File: config.mk
export PLATFORM = sky130hd
export DESIGN_NAME = keypad_scanner_flat
export DESIGN_NICKNAME = d
export VERILOG_FILES = /design/src/rtl/keypad_scanner_if.sv /design/src/rtl/keypad_scanner.sv /design/src/flat_wrapper.sv
export SDC_FILE = /design/constraint.sdc
export NUM_CORES = 1
export LEC_CHECK = 0
export BUFFER_PORTS_ARGS = -buffer_cell sky130_fd_sc_hd__buf_2
export CAP_MARGIN = 10
export CORE_MARGIN = 5
export CORE_UTILIZATION = 60
export DETAILED_ROUTE_END_ITERATION = 10
export PLACE_DENSITY_LB_ADDON = 0.12
export SLEW_MARGIN = 15
export SYNTH_ARGS = -nofsm -noshare
export SYNTH_HDL_FRONTEND = slang
export SYNTH_SLANG_ARGS = --single-unit
File: constraint.sdc
create_clock -name CLK_in -period 6.7 [get_ports CLK_in]
set_input_delay 1.005 -clock CLK_in [delete_from_list [all_inputs] [get_ports CLK_in]]
set_output_delay 1.005 -clock CLK_in [all_outputs]
set_load 0.02 [all_outputs]
File: src/rtl/keypad_scanner_if.sv
// keypad_scanner_if: keypad matrix lines, clear request and decoded key/digit outputs.
interface keypad_scanner_if;
    logic [3:0]  row;
    logic        clear;
    logic [3:0]  col;
    logic        key_valid;
    logic [3:0]  key_code;
    logic [15:0] Data;
    modport master (output row, clear, input col, key_valid, key_code, Data);
    modport slave  (input row, clear, output col, key_valid, key_code, Data);
endinterface

File: src/rtl/keypad_scanner.sv
// keypad_scanner: 4x4 active-low keypad scanner with debounce and a 4-digit hex shift register.
// Define KEYPAD_REPEAT_EN to re-strobe a held key every REPEAT_SCANS dwell ends.
module keypad_scanner #(
    parameter int SCAN_DIV       = 1000,
    parameter int DEBOUNCE_SCANS = 8,
    parameter int REPEAT_SCANS   = 200
) (
    input logic             CLK_in,
    input logic             Reset,
    keypad_scanner_if.slave bus
);
    localparam int DW = $clog2(SCAN_DIV);
    // one width covers both the confirm/release count and the repeat count
    localparam int CW = $clog2((DEBOUNCE_SCANS > REPEAT_SCANS ? DEBOUNCE_SCANS : REPEAT_SCANS) + 1);
    typedef enum logic [1:0] {SCAN, DEBOUNCE, HELD} state_t;
    state_t        r_state;
    logic [3:0]    r_sync, r_row_s, r_code;
    logic [DW-1:0] r_div;
    logic [1:0]    r_c, r_r;
    logic [CW-1:0] r_cnt;
    logic          r_valid;
    logic [15:0]   r_data;
    logic          w_dwell_end, w_hit, w_rep, w_strobe;
    logic [1:0]    w_low_r;
    logic [3:0]    w_code;
    logic [CW-1:0] w_cnt_nx;

    assign w_dwell_end = r_div == DW'(SCAN_DIV - 1);
    assign w_hit       = ~r_row_s[r_r];
    assign w_low_r     = ~r_row_s[0] ? 2'd0 : ~r_row_s[1] ? 2'd1 : ~r_row_s[2] ? 2'd2 : 2'd3;
    assign w_code      = {r_r, r_c};
    assign w_cnt_nx    = r_cnt + 1'b1;
`ifdef KEYPAD_REPEAT_EN
    logic [CW-1:0] r_rep, w_rep_nx;
    assign w_rep_nx = r_rep + 1'b1;
    assign w_rep    = r_state == HELD && w_hit && w_rep_nx == CW'(REPEAT_SCANS);
    always_ff @(posedge CLK_in or posedge Reset)
        if (Reset) r_rep <= '0;
        else if (w_dwell_end) r_rep <= (r_state == HELD && w_hit && !w_rep) ? w_rep_nx : '0;
`else
    assign w_rep = 1'b0;
`endif
    assign w_strobe = w_dwell_end && (w_rep || (r_state == DEBOUNCE && w_hit && w_cnt_nx == CW'(DEBOUNCE_SCANS)));

    always_ff @(posedge CLK_in or posedge Reset) begin
        if (Reset) begin
            r_state <= SCAN;
            r_sync  <= 4'hF;
            r_row_s <= 4'hF;
            r_div   <= '0;
            r_c     <= '0;
            r_r     <= '0;
            r_cnt   <= '0;
            r_valid <= 1'b0;
            r_code  <= 4'h0;
            r_data  <= 16'h0000;
        end else begin
            r_sync  <= bus.row;
            r_row_s <= r_sync;
            r_div   <= w_dwell_end ? '0 : r_div + 1'b1;
            r_valid <= w_strobe;
            if (w_strobe) begin
                r_code <= w_code;
                r_data <= {bus.clear ? 12'h000 : r_data[11:0], w_code};
            end else if (bus.clear) r_data <= 16'h0000;
            if (w_dwell_end) begin
                case (r_state)
                    SCAN: begin
                        if (r_row_s != 4'hF) begin
                            r_r     <= w_low_r;
                            r_cnt   <= '0;
                            r_state <= DEBOUNCE;
                        end else r_c <= r_c + 1'b1;
                    end
                    DEBOUNCE: begin
                        if (!w_hit) begin
                            r_state <= SCAN;
                            r_c     <= r_c + 1'b1;
                        end else if (w_cnt_nx == CW'(DEBOUNCE_SCANS)) begin
                            r_cnt   <= '0;
                            r_state <= HELD;
                        end else r_cnt <= w_cnt_nx;
                    end
                    HELD: begin
                        if (w_hit) r_cnt <= '0;
                        else if (w_cnt_nx == CW'(DEBOUNCE_SCANS)) begin
                            r_cnt   <= '0;
                            r_state <= SCAN;
                            r_c     <= r_c + 1'b1;
                        end else r_cnt <= w_cnt_nx;
                    end
                    default: r_state <= SCAN;
                endcase
            end
        end
    end

    assign bus.col       = ~(4'b1000 >> r_c);
    assign bus.key_valid = r_valid;
    assign bus.key_code  = r_code;
    assign bus.Data      = r_data;
endmodule

File: src/flat_wrapper.sv
// flat-port wrapper written by rule: the top's interface ports become plain ports
module keypad_scanner_flat 
#(
    parameter int SCAN_DIV       = 1000,
    parameter int DEBOUNCE_SCANS = 8,
    parameter int REPEAT_SCANS   = 200
)
  (CLK_in, Reset, bus_row, bus_clear, bus_col, bus_key_valid, bus_key_code, bus_Data);
  keypad_scanner_if bus_i ();
  input logic CLK_in;
  input logic Reset;
  input wire logic [$bits(bus_i.row)-1:0] bus_row;
  input wire logic [$bits(bus_i.clear)-1:0] bus_clear;
  output wire logic [$bits(bus_i.col)-1:0] bus_col;
  output wire logic [$bits(bus_i.key_valid)-1:0] bus_key_valid;
  output wire logic [$bits(bus_i.key_code)-1:0] bus_key_code;
  output wire logic [$bits(bus_i.Data)-1:0] bus_Data;
  assign bus_i.row = bus_row;
  assign bus_i.clear = bus_clear;
  assign bus_col = bus_i.col;
  assign bus_key_valid = bus_i.key_valid;
  assign bus_key_code = bus_i.key_code;
  assign bus_Data = bus_i.Data;
  keypad_scanner #(.SCAN_DIV(SCAN_DIV), .DEBOUNCE_SCANS(DEBOUNCE_SCANS), .REPEAT_SCANS(REPEAT_SCANS)) u_core (.CLK_in(CLK_in), .Reset(Reset), .bus(bus_i));
endmodule
# Yosys cells after proc, flatten, opt, wreduce, memory -nomap -nowiden
# Index checks and enable logic that the tools add are counted.
[op_classes]
addsub = 3
n_reduce_logical = 10
n_lt_le_gt_ge = 1
bitwise = 2
n_mux = 25
shifts = 1
eq_ne = 12
[op_table]
columns = ["operator", "n"]
rows = [
  ["16-bit 2-to-1 mux", 2],
  ["8-bit 2-to-1 mux", 4],
  ["8-bit one-hot mux with 3 select lines", 1],
  ["2-bit 2-to-1 mux", 11],
  ["12-bit 2-to-1 mux", 1],
  ["2-bit one-hot mux with 3 select lines", 2],
  ["10-bit by 1-bit adder with 10-bit output, second input constant", 1],
  ["10-bit equality test, second input constant", 1],
  ["10-bit 2-to-1 mux", 1],
  ["8-bit by 1-bit adder with 8-bit output, second input constant", 1],
  ["8-bit by 4-bit equality test with 1-bit output, second input constant", 1],
  ["2-bit by 1-bit inequality test with 1-bit output, second input constant", 3],
  ["2-bit inequality test, second input constant", 3],
  ["6-bit AND reduction", 1],
  ["5-bit AND reduction", 1],
  ["4-bit inequality test, second input constant", 1],
  ["4-bit NOT", 1],
  ["4-bit AND reduction", 1],
  ["4-bit by 2-bit right shift with 4-bit output, first input constant", 1],
  ["1-bit logical AND", 3],
  ["2-bit by 3-bit < comparator with 1-bit output, second input constant", 1],
  ["3-bit inequality test, second input constant", 1],
  ["3-bit AND reduction", 1],
  ["3-bit nonzero test", 1],
  ["other kinds (8)", 9],
]
[totals]
reg_bits = 53
input_bits = 7
out_inout_bits = 25
elab_cells = 64

# Longest topological paths before layout
# Gate-level depths: netlist (run 1).
[logic_depth]
word_depth = 7
depth_mapped = 9
ltp_nobuf = 8

# Least setup slack after synthesis (run 1)
# OpenSTA, ideal clock, no wires.
[synth_path]
path_kind = "reg-to-reg"
start = "register u_core.r_cnt[0]"
end = "register u_core.r_c[1]"
stages_incl_launch_ff = 7
path_buffers = 0
t_required_ps = 6575
slack_ps = 4546
setup_ps = 125
synth_period_minus_slack_ps = 2154
t_arrival_ps = 2030
cell_sequence = "dfrtp_1 ha_1 nor4b_1 o21bai_1 o211ai_1 a211oi_1 mux2_2"
[synth_via]
elab_chain_cells = 4
[synth_rtl]
columns = ["element", "line", "text"]
rows = [
  ["from (decl)", "keypad_scanner.sv:20", "logic [CW-1:0] r_cnt;"],
  ["from (signal assigned)", "keypad_scanner.sv:82", "end else r_cnt <= w_cnt_nx;"],
  ["from (signal assigned)", "keypad_scanner.sv:90", "end else r_cnt <= w_cnt_nx;"],
  ["8-bit by 1-bit adder with 8-bit output", "keypad_scanner.sv:32", "assign w_cnt_nx = r_cnt + 1'b1;"],
  ["8-bit by 4-bit equality test with 1-bit output", "keypad_scanner.sv:86", "else if (w_cnt_nx == CW'(DEBOUNCE_SCANS)) begin"],
  ["2-bit by 1-bit inequality test with 1-bit output (no line)", "-", ""],
  ["6-bit AND reduction (no line)", "-", ""],
  ["to (signal assigned)", "keypad_scanner.sv:73", "end else r_c <= r_c + 1'b1;"],
  ["to (signal assigned)", "keypad_scanner.sv:78", "r_c <= r_c + 1'b1;"],
  ["to (signal assigned)", "keypad_scanner.sv:89", "r_c <= r_c + 1'b1;"],
  ["to (decl)", "keypad_scanner.sv:19", "logic [1:0] r_c, r_r;"],
]
# No other way between the ends.
# A chain may end at the register's enable or synchronous reset.

# Worst setup path after layout (run 1)
[layout_path]
start = "register u_core.r_div[0]"
end = "register u_core.r_data[2], in the netlist u_core.bus.Data[2]"
[layout_via]
elab_chain_cells = 3
word_cells_on_any_way = 4
cone_classes = "1 x eq/ne; 1 x mux; 2 x reduce/logical"
[layout_rtl]
columns = ["element", "line", "text"]
rows = [
  ["from (decl)", "keypad_scanner.sv:18", "logic [DW-1:0] r_div;"],
  ["from (signal assigned)", "keypad_scanner.sv:60", "r_div <= w_dwell_end ? '0 : r_div + 1'b1;"],
  ["10-bit equality test *", "keypad_scanner.sv:28", "assign w_dwell_end = r_div == DW'(SCAN_DIV - 1);"],
  ["1-bit logical AND *", "keypad_scanner.sv:43", "assign w_strobe = w_dwell_end && (w_rep || (r_state == DEBOUNCE && w_hit && w_cnt_nx == CW'(DEBOUNCE_SCANS)));"],
  ["16-bit 2-to-1 mux or 2-bit nonzero test (tied branches)", "-", ""],
  ["to (signal assigned)", "keypad_scanner.sv:64", "r_data <= {bus.clear ? 12'h000 : r_data[11:0], w_code};"],
  ["to (decl)", "keypad_scanner.sv:22", "logic [15:0] r_data;"],
]
# Every way passes the cells marked *; elsewhere a longest branch is shown, timed or not.

==> results of run 1 <==
metal layers:
layer / GRT usage (%) / share of wire, % / vias up
met1: 25.07 / 45 / 887
met5: 0 / 0 / -
met3: 2.973 / 6.2 / 7
li1: - / - / 910
met2: 31.02 / 47 / 54
met4: 7.510 / 1.4 / 0
registers in the layout, summed over array words and instances (netlist names):
register,count
u_core.bus.Data,16
u_core.bus.key_valid,1
u_core.r_row_s,4
u_core.bus.key_code,4
u_core.r_c,2
u_core.r_r,2
u_core.r_div,10
u_core.r_sync,4
u_core.r_cnt,8
u_core.r_state,2
worst max-delay path, delay by kind of cell, from the launching register on:
family	cells	cell delay [ns]
AOI/OAI and AO/OA	2	0.81
and+or+nand+nor	3	0.85
DFF	1	0.40
adders and majority gates	1	0.22
buffers and inverters	1	0.46
worst max-delay path by stage:
stage | end | cells past startpoint
finish | u_core.bus.Data[2]$_DFFE_PP0P_ | 7
floorplan | u_core.bus.Data[0]$_DFFE_PP0P_ | 1
global placement | u_core.bus.Data[2]$_DFFE_PP0P_ | 7
CTS | u_core.bus.Data[2]$_DFFE_PP0P_ | 7
detailed placement | u_core.bus.Data[2]$_DFFE_PP0P_ | 7
global route | u_core.bus.Data[2]$_DFFE_PP0P_ | 7
per-stage QoR:
step	hold WS (ns)	std cells	utilization (%)	setup WS, ns	instance area [um^2]
after floorplan	0.3452	245	-	4.422	2492
final	0.3593	329	69.38	3.864	2775
after global routing	0.3629	329	69.38	3.572	2775
after detailed placement	0.3468	321	66.97	3.893	2679
after CTS	0.3606	329	69.35	3.880	2774
after global placement	0.3466	321	66.97	4.007	2679
cell type report:
cell class / count / area (um^2)
flip-flops and latches: 53 / 1336
clock buffers: 5 / 68.82
clock inverters: 3 / 26.28
inverters: 19 / 72.57
multi-input cells: 168 / 1054
fillers: 314 / 1225
well taps: 50 / 62.56
repair buffers: 31 / 155.1
cells by family (layout without fill, tap and decap cells):
kind of cell	Yosys count	after routing	synth area share, %
AO/OA/AOI/OAI	52	52	13.50
AND/OR/NAND/NOR	94	94	18.63
multiplexers	4	4	2.159
XOR/XNOR	7	7	2.460
flip-flops	53	53	53.61
adder cells (fa/ha/maj)	11	11	5.522
buffers and inverters	24	58	4.116
Yosys cell counts, drive strengths merged (4+ instances only):
cell type / count / share of area (%)
inv: 19 / 2.9
o21ai: 13 / 2.6
nor2: 14 / 2.1
dfrtp: 45 / 45
a22o: 4 / 1.5
o31ai: 4 / 1.2
xnor2: 4 / 1.4
or4: 4 / 1.2
dfstp: 8 / 8.4
ha: 11 / 5.5
a21oi: 19 / 3.8
nand2: 47 / 7.1
nand3: 11 / 2.2
where the power goes:
group          switching, mW  internal (mW)
Sequential           0.00151          0.324
Combinational        0.00887        0.00225
Clock                  0.108         0.0761
==> impl_metrics.tcl, run 1 <==
set metrics [dict create \
    status "completed" \
    grt_use_total_pct 18.86 \
    ys_seq_area_share_pct 53.61 \
    final.setup_skew_ns 0.008913 \
    vias 1858 \
    grt_antenna_before_repair 0 \
    insertion_delay_ns 0.31 \
    clockBufferDepth 2 \
    worstPathCellList "ha_1, nand2_1, nor3_2, o2111ai_2, inv_2, nor2_1, a22o_2" \
    ff2ff_path_depth 7 \
    peakVddDrop_v 0.0001869 \
    r2r_slack_ns 3.86 \
    timing.rr.start "u_core.r_div[0]$_DFF_PP0_" \
    die_h_um 74.45 \
    routed_wl_um 4662 \
    final_common_cell "nand2_1" \
    cts_sinks 53 \
    slew_headroom_pct 42.04 \
    layout-drive-gt1-share_pct 20.43 \
    cpPeakStageDelay_ns 0.58 \
    worstSetupEndpointType "flop" \
    hold_viol 0 \
    start_util_pct 62.31 \
    finalSetupTns_ns 0 \
    synth-edff-count 0 \
    timing.max_cap.violations 0 \
    syn_area_um2 2492 \
    yosysWarningCount 0 \
    mostFrequentLayoutCells "nand2_1, dfrtp_1, buf_2" \
    fin_nets 296 \
    hpwl_um 3406 \
    holdPathStages 0 \
    whs_endpoint "u_core.r_row_s[3]$_DFF_PP1_" \
    period_minus_slack_ns 2.836 \
    setup_violations 0 \
    dieArea_um2 5543 \
    wl_per_cell_um 14.17 \
    ys_ff_latch 53 \
    totalPowerFinal_mw 0.5211 \
    io_buffers 31 \
    syn-mean-instance-area_um2 10.17 \
    cts_tree "built" \
    synthFlopType "dfrtp_1" \
    p_leak_nw 1.279 \
    p_per_area_nw_per_um2 187.8 \
    required_ns 6.91 \
    cp-startpoint "u_core.r_div[0]$_DFF_PP0_" \
    syn_to_final_growth_pct 11.35 \
    grt_setup_unrepaired "false" \
    die_width_um 74.45 \
    grt.overflow.total 0 \
    ys_async_sr_fraction_pct 100.0 \
    hold_buffers 0 \
    arrival_ns 3.04 \
    post-route-period-util_pct 42.33 \
    drc 0 \
    clockRootBuffer "clkbuf_8" \
    crit_slowest_cell "o2111ai_2" \
    cts-buffers-inserted 5 \
    report.final.slew_viol_count 0 \
    grt_pass1_vias 1814 \
    criticalPathCategory "reg -> reg" \
    min_path_type "reg -> reg" \
    cts.repair.resized 0 \
    synth.distinct_cells 47 \
    worstHoldStart "u_core.r_sync[3]$_DFF_PP1_" \
    startpoint_type "flop" \
    num_rows 23 \
    htreeDepth 2 \
    clkSlewWorstSetupHoldPaths_ns 0.10 \
    cp_max_fo 20 \
    place_congestion 0.8429 \
    fmax_mhz 352.6 \
    grt_max_degree 54 \
    tightest_slew_ns 0.8685 \
    drt_iter0_drc 138 \
    grt_pass1_wl_um 8128 \
    core-area_um2 4000 \
    syn_nets 263 \
    pin_count 32 \
    netlist_instances 245 \
    diodes 0 \
    drtAntennaViolNets 0 \
    viasPerCell 5.647 \
    cts_setup_buffers 0 \
    drt_first_pass_iters 4 \
    r2r_end "u_core.bus.Data[2]$_DFFE_PP0P_" \
]
Note: power is estimated with default switching activity, not from simulation.
==> run 2: changes to the inputs <==
--- a/config.mk
+++ b/config.mk
@@ -5,10 +5,11 @@
 export SDC_FILE = /design/constraint.sdc
 export NUM_CORES = 1
 export LEC_CHECK = 0
+export ABC_AREA = 1
 export BUFFER_PORTS_ARGS = -buffer_cell sky130_fd_sc_hd__buf_2
 export CAP_MARGIN = 10
 export CORE_MARGIN = 5
-export CORE_UTILIZATION = 60
+export CORE_UTILIZATION = 52
 export DETAILED_ROUTE_END_ITERATION = 10
 export PLACE_DENSITY_LB_ADDON = 0.12
 export SLEW_MARGIN = 15
==> constraint.sdc (replaced) <==
create_clock -name CLK_in -period 2.5 [get_ports CLK_in]
set_input_delay 0.375 -clock CLK_in [delete_from_list [all_inputs] [get_ports CLK_in]]
set_output_delay 0.375 -clock CLK_in [all_outputs]
set_load 0.02 [all_outputs]
==> run 2 against run 1 <==
Critical path depth rose by 5. Register-to-register slack got worse by 3.4 ns. Critical path type unchanged. Sequential share of layout area fell by 4.1 points. Clock power rose to 3.3 times the previous value. Non-clock buffer count rose by 1. Final area rose by 9.2%.
==> impl_metrics.tcl, run 2 <==
set metrics [dict create \
    tightest_slew_ns 0.6063 \
    grt_pass1_wl_um 8811 \
    clkSlewWorstSetupHoldPaths_ns 0.10 \
    dieArea_um2 6712 \
    drt_first_pass_iters 7 \
    mostFrequentLayoutCells "nand2_1, dfrtp_1, inv_1" \
    viasPerCell 4.847 \
    cts-buffers-inserted 5 \
    required_ns 2.71 \
    worstSetupEndpointType "flop" \
    clockRootBuffer "clkbuf_8" \
    syn_to_final_growth_pct 12.70 \
    netlist_instances 313 \
    cts_setup_buffers 0 \
    cp_max_fo 21 \
    r2r_end "u_core.bus.Data[0]$_DFFE_PP0P_" \
    syn_nets 331 \
    num_rows 26 \
    cts_sinks 53 \
    hpwl_um 3679 \
    grt_max_degree 28 \
    drt_iter0_drc 92 \
    grt_setup_unrepaired "false" \
    report.final.slew_viol_count 0 \
    ff2ff_path_depth 12 \
    p_leak_nw 1.625 \
    peakVddDrop_v 0.0005165 \
    p_per_area_nw_per_um2 499.0 \
    layout-drive-gt1-share_pct 22.99 \
    synthFlopType "dfrtp_1" \
    cts.repair.resized 0 \
    synth_common_cells "nand2_1, dfrtp_1, inv_1" \
    fmax_mhz 497.7 \
    vias 2026 \
    cts_tree "built" \
    drc 0 \
    criticalPathCategory "reg -> reg" \
    drtAntennaViolNets 0 \
    hold_buffers 0 \
    timing.max_cap.violations 0 \
    htreeDepth 2 \
    die_h_um 81.93 \
    status "completed" \
    diodes 0 \
    slew_headroom_pct 59.33 \
    place_congestion 0.8116 \
    io_buffers 31 \
    finalSetupTns_ns 0 \
    insertion_delay_ns 0.31 \
    grt-busiest-layer "met2" \
    grt_use_total_pct 17.19 \
    ys_seq_area_share_pct 49.67 \
    r2r_slack_ns 0.49 \
    syn-mean-instance-area_um2 8.595 \
    die_width_um 81.93 \
    hold_viol 0 \
    grtUsageMet3_pct 3.947 \
    ys_ff_latch 53 \
    largest_register_ffs 16 \
    setup_violations 0 \
    yosysWarningCount 0 \
    fin_nets 365 \
    start_util_pct 53.01 \
    period_minus_slack_ns 2.009 \
    timing.rr.start "u_core.r_cnt[0]$_DFFE_PP0P_" \
    wl_per_cell_um 11.80 \
    gr-usage-met1_pct 22.72 \
    ys_async_sr_fraction_pct 100.0 \
    multi_input_area_um2 1155 \
    fin_worst_hold_slack_ns 0.1123 \
    synth_top_cell_area_share_pct 41.86 \
    grt_antenna_before_repair 0 \
    seq_area_um2 1336 \
    grt.overflow.total 0 \
    min_path_type "in -> async" \
    grt_util_met2_pct 27.71 \
    synth_area_leaders "dfrtp_1, nand2_1, dfstp_2, inv_1, ha_1" \
    final.setup_skew_ns 0.009497 \
    post-route-util_pct 59.74 \
    synth-edff-count 0 \
    routed_wl_um 4934 \
    yosysMostFrequentCell "nand2_1" \
    synth.distinct_cells 33 \
    arrival_ns 2.22 \
    grt_pass1_vias 1909 \
    totalPowerFinal_mw 1.513 \
    synth_top_area_cell "dfrtp_1" \
    post-route-period-util_pct 80.37 \
    final_common_cell "nand2_1" \
    core-area_um2 5075 \
    startpoint_type "flop" \
    syn_area_um2 2690 \
    clockBufferDepth 2 \
    fillCellCount 502 \
    pin_count 32 \
]
run 2: changes by cell type after synthesis, moves of 5 or more:
cell     before  now
a21oi_1      19    4
inv_1        18   38
nand2_1      47  111
nand3_2       0   10
nand4_1       2    7
o21ai_0      13    6
run 2: power by group:
| part | switching, mW | internal [mW] | total (mW) |
|---|---|---|---|
| registers | 0.00308 | 0.869 | 0.872 |
| clock network | 0.298 | 0.306 | 0.604 |
| logic | 0.0284 | 0.00889 | 0.0373 |
| total | 0.330 | 1.18 | 1.51 |
run 2: kinds of logic (layout without fill, tap and decap cells):
family / count (synthesis) / in the layout / share of synthesized area (%)
buffers and inverters: 47 / 82 / 7.395
flip-flops: 53 / 53 / 49.67
AND/OR/NAND/NOR: 183 / 183 / 33.53
XOR/XNOR: 4 / 4 / 1.302
adder cells (fa/ha/maj): 11 / 11 / 5.116
AO/OA/AOI/OAI: 15 / 15 / 2.977
run 2: worst max-delay path by stage:
stage | start | end
finish | u_core.r_cnt[0]$_DFFE_PP0P_ | u_core.bus.Data[0]$_DFFE_PP0P_
global route | u_core.r_cnt[0]$_DFFE_PP0P_ | u_core.bus.key_code[2]$_DFFE_PP0P_
CTS | u_core.r_cnt[0]$_DFFE_PP0P_ | u_core.bus.key_code[0]$_DFFE_PP0P_
floorplan | Reset | u_core.bus.Data[0]$_DFFE_PP0P_
detailed placement | u_core.r_cnt[0]$_DFFE_PP0P_ | u_core.bus.Data[0]$_DFFE_PP0P_
global placement | u_core.r_cnt[0]$_DFFE_PP0P_ | u_core.bus.Data[2]$_DFFE_PP0P_
run 2: through the flow:
stage / worst slack, ns / instance area [um^2] / std cells
2_1_floorplan: 0.8468 / 2690 / 313
3_3_place_gp: 0.5907 / 2915 / 410
3_5_place_dp: 0.5084 / 2915 / 410
4_1_cts: 0.4951 / 3032 / 418
5_1_grt: 0.2492 / 3032 / 418
6_report: 0.4908 / 3032 / 418
run 2: area by class of cell:
cell class / instances / area share [%]
clock buffer: 5 / 2.270
timing repair buffer: 32 / 5.778
clock inverter: 3 / 1.568
multi-input combinational: 213 / 38.09
sequential: 53 / 44.08
inverter: 42 / 5.324
tap: 70 / 2.889
run 2: per-layer routing:
metal	part of all wire (%)	routed length, um
met3	4.8	235
met4	1.6	77
met1	47	2325
met5	0	0
met2	47	2296
run 2: worst max-delay path: stages, from the launching register on:
cell and delay, ns:
dfrtp_1 0.44, ha_1 0.27, nand3_1 0.10, nand2_1 0.07, nand2_1 0.07, nand3_1 0.13, nor2_4 0.05, nand2_4 0.09
inv_4 0.06, nand2_4 0.22, clkinv_2 0.21, nand2_1 0.12, nand2_1 0.06
==> run 3: changes to the inputs <==
--- a/config.mk
+++ b/config.mk
@@ -9,7 +9,7 @@
 export BUFFER_PORTS_ARGS = -buffer_cell sky130_fd_sc_hd__buf_2
 export CAP_MARGIN = 10
 export CORE_MARGIN = 5
-export CORE_UTILIZATION = 52
+export CORE_UTILIZATION = 58
 export DETAILED_ROUTE_END_ITERATION = 10
 export PLACE_DENSITY_LB_ADDON = 0.12
 export SLEW_MARGIN = 15
==> constraint.sdc (replaced) <==
create_clock -name CLK_in -period 1.9 [get_ports CLK_in]
set_input_delay 0.285 -clock CLK_in [delete_from_list [all_inputs] [get_ports CLK_in]]
set_output_delay 0.285 -clock CLK_in [all_outputs]
set_load 0.02 [all_outputs]
==> run 3 against run 2 <==
The run now ends with hold timing left. Routed wire length down 0.57%. Final area increased by 1.6%. Core utilization increased by 10 points. Critical endpoint is now u_core.bus.Data[14]$_DFFE_PP0P_. Sequential power increased by 32%. Critical path depth did not move. Combinational power increased by 41%. Fmax grew 13%. Sequential share of layout area decreased by 0.58 points. Worst setup slack lost 0.37 ns.
==> impl_metrics.tcl, run 3 (synthesized netlist as in run 2, its figures left out) <==
set metrics [dict create \
    pre_cts_ws_ns 0.04143 \
    grt_antenna_before_repair 0 \
    layout_setup_ws_ns 0.1198 \
    violations "hold timing" \
    report.final.slew_viol_count 0 \
    design_area_um2 3080 \
    hpwl_um 3720 \
    start_util_pct 60.94 \
    num_rows 24 \
    startpoint_type "flop" \
    viasPerCell 4.963 \
    syn_to_final_growth_pct 14.51 \
    finalNonFillerCells 408 \
    placed_area_um2 2958 \
    totalPowerFinal_mw 1.814 \
    cts_sinks 53 \
    arrival_ns 1.98 \
    dieArea_um2 6100 \
    tightest_slew_ns 0.4769 \
    clockBufferDepth 2 \
    io_buffers 31 \
    peakVddDrop_v 0.0003312 \
    hold_viol 12 \
    grt_pass1_wl_um 8763 \
    post-route-util_pct 69.78 \
    die_h_um 78.11 \
    htreeDepth 2 \
    final.setup_skew_ns 0.009268 \
    clkSlewWorstSetupHoldPaths_ns 0.10 \
    post-route-period-util_pct 93.70 \
    drt_first_pass_iters 4 \
    final_common_cell "nand2_1" \
    die_width_um 78.11 \
    drtAntennaViolNets 0 \
    grt_use_total_pct 17.40 \
    diodes 0 \
    drt_iter0_drc 64 \
    criticalPathCategory "reg -> reg" \
    finalSetupTns_ns 0 \
    p_leak_nw 1.625 \
    min_path_type "in -> async" \
    fin_worst_hold_slack_ns -0.01486 \
    timing.max_cap.violations 0 \
    clockRootBuffer "clkbuf_8" \
    core-area_um2 4414 \
    mostFrequentLayoutCells "nand2_1, dfrtp_1, inv_1" \
    place_congestion 0.7933 \
    status "finished, violations left" \
    grt.overflow.total 0 \
    wl_per_cell_um 12.02 \
    pin_count 32 \
    largest_register_ffs 16 \
    grt_max_degree 25 \
    grt_setup_unrepaired "false" \
    slew_headroom_pct 68.16 \
    setup_violations 0 \
    cts-buffers-inserted 5 \
    insertion_delay_ns 0.30 \
    cts_tree "built" \
    fmax_mhz 561.7 \
    vias 2025 \
    place_inst 399 \
    required_ns 2.10 \
    routed_wl_um 4906 \
    period_minus_slack_ns 1.780 \
    cp_max_fo 11 \
    layout-drive-gt1-share_pct 25.56 \
    grt_pass1_vias 1919 \
    drc 0 \
    fin_nets 373 \
    p_per_area_nw_per_um2 588.8 \
    worstSetupEndpointType "flop" \
]
[run 3: cell types whose count changed in the layout (fill, tap and decap cells not counted), sizes merged]
cell	before	now
clkinvlp	0	1
clkinv	2	1
clkbuf	5	7
buf	32	40
inv	42	41
bufinv	1	0
[run 3: where the power goes]
group / internal, mW / leakage, nW / switching, mW
Clock: 0.261 / 0.0385 / 0.354
Sequential: 1.14 / 0.694 / 0.00364
Combinational: 0.0143 / 0.892 / 0.0383
[run 3: metal layers]
metal  up-vias  track usage (%)  routed length, um
met2        37            27.65               2309
met5         -                0                  0
met1       928            23.79               2264
li1       1052                -                  -
met4         0            5.405                 78
met3         8            3.890                253
[run 3: cell type report]
cell class	instances	area [um^2]
fillers	360	1334
inverters	42	162.7
well taps	52	65.06
clock buffers	7	76.32
flip-flops and latches	53	1340
multi-input cells	213	1181
clock inverters	1	7.507
repair buffers	40	247.7
[run 3: repair_timing]
| item | 4_1_cts | 5_1_grt |
|---|---|---|
| gates resized for setup | 0 | 8 |
| setup endpoints to repair | 0 | 21 |
| setup buffers | 0 | 1 |
| hold buffers | 0 | 0 |
[run 3: worst paths after layout]
check	start	endpoint	slack [ns]	cells after the start
worst max-delay path	u_core.r_cnt[1]$_DFFE_PP0P_	u_core.bus.Data[14]$_DFFE_PP0P_	0.12	12
worst min-delay path	Reset	u_core.bus.key_code[2]$_DFFE_PP0P_	-0.01	2
worst max register to register	u_core.r_cnt[1]$_DFFE_PP0P_	u_core.bus.Data[14]$_DFFE_PP0P_	0.12	12
worst min register to register	u_core.r_sync[3]$_DFF_PP1_	u_core.r_row_s[3]$_DFF_PP1_	0.36	0
max in group asynchronous	Reset	u_core.r_sync[3]$_DFF_PP1_	1.32	3
min in group CLK_in	bus_row[1]	u_core.r_sync[1]$_DFF_PP1_	0.08	1
[run 3: worst max-delay path: stages (launching register included)]
cell and delay [ns]:
dfrtp_2 0.45, ha_4 0.19, nand3_1 0.07, nand2_1 0.05, nand2_1 0.09, nand3_1 0.12, nor2_4 0.12, nand2_4 0.08
inv_4 0.11, nand2_8 0.11, buf_12 0.16, nand3_1 0.06, nand2_1 0.06
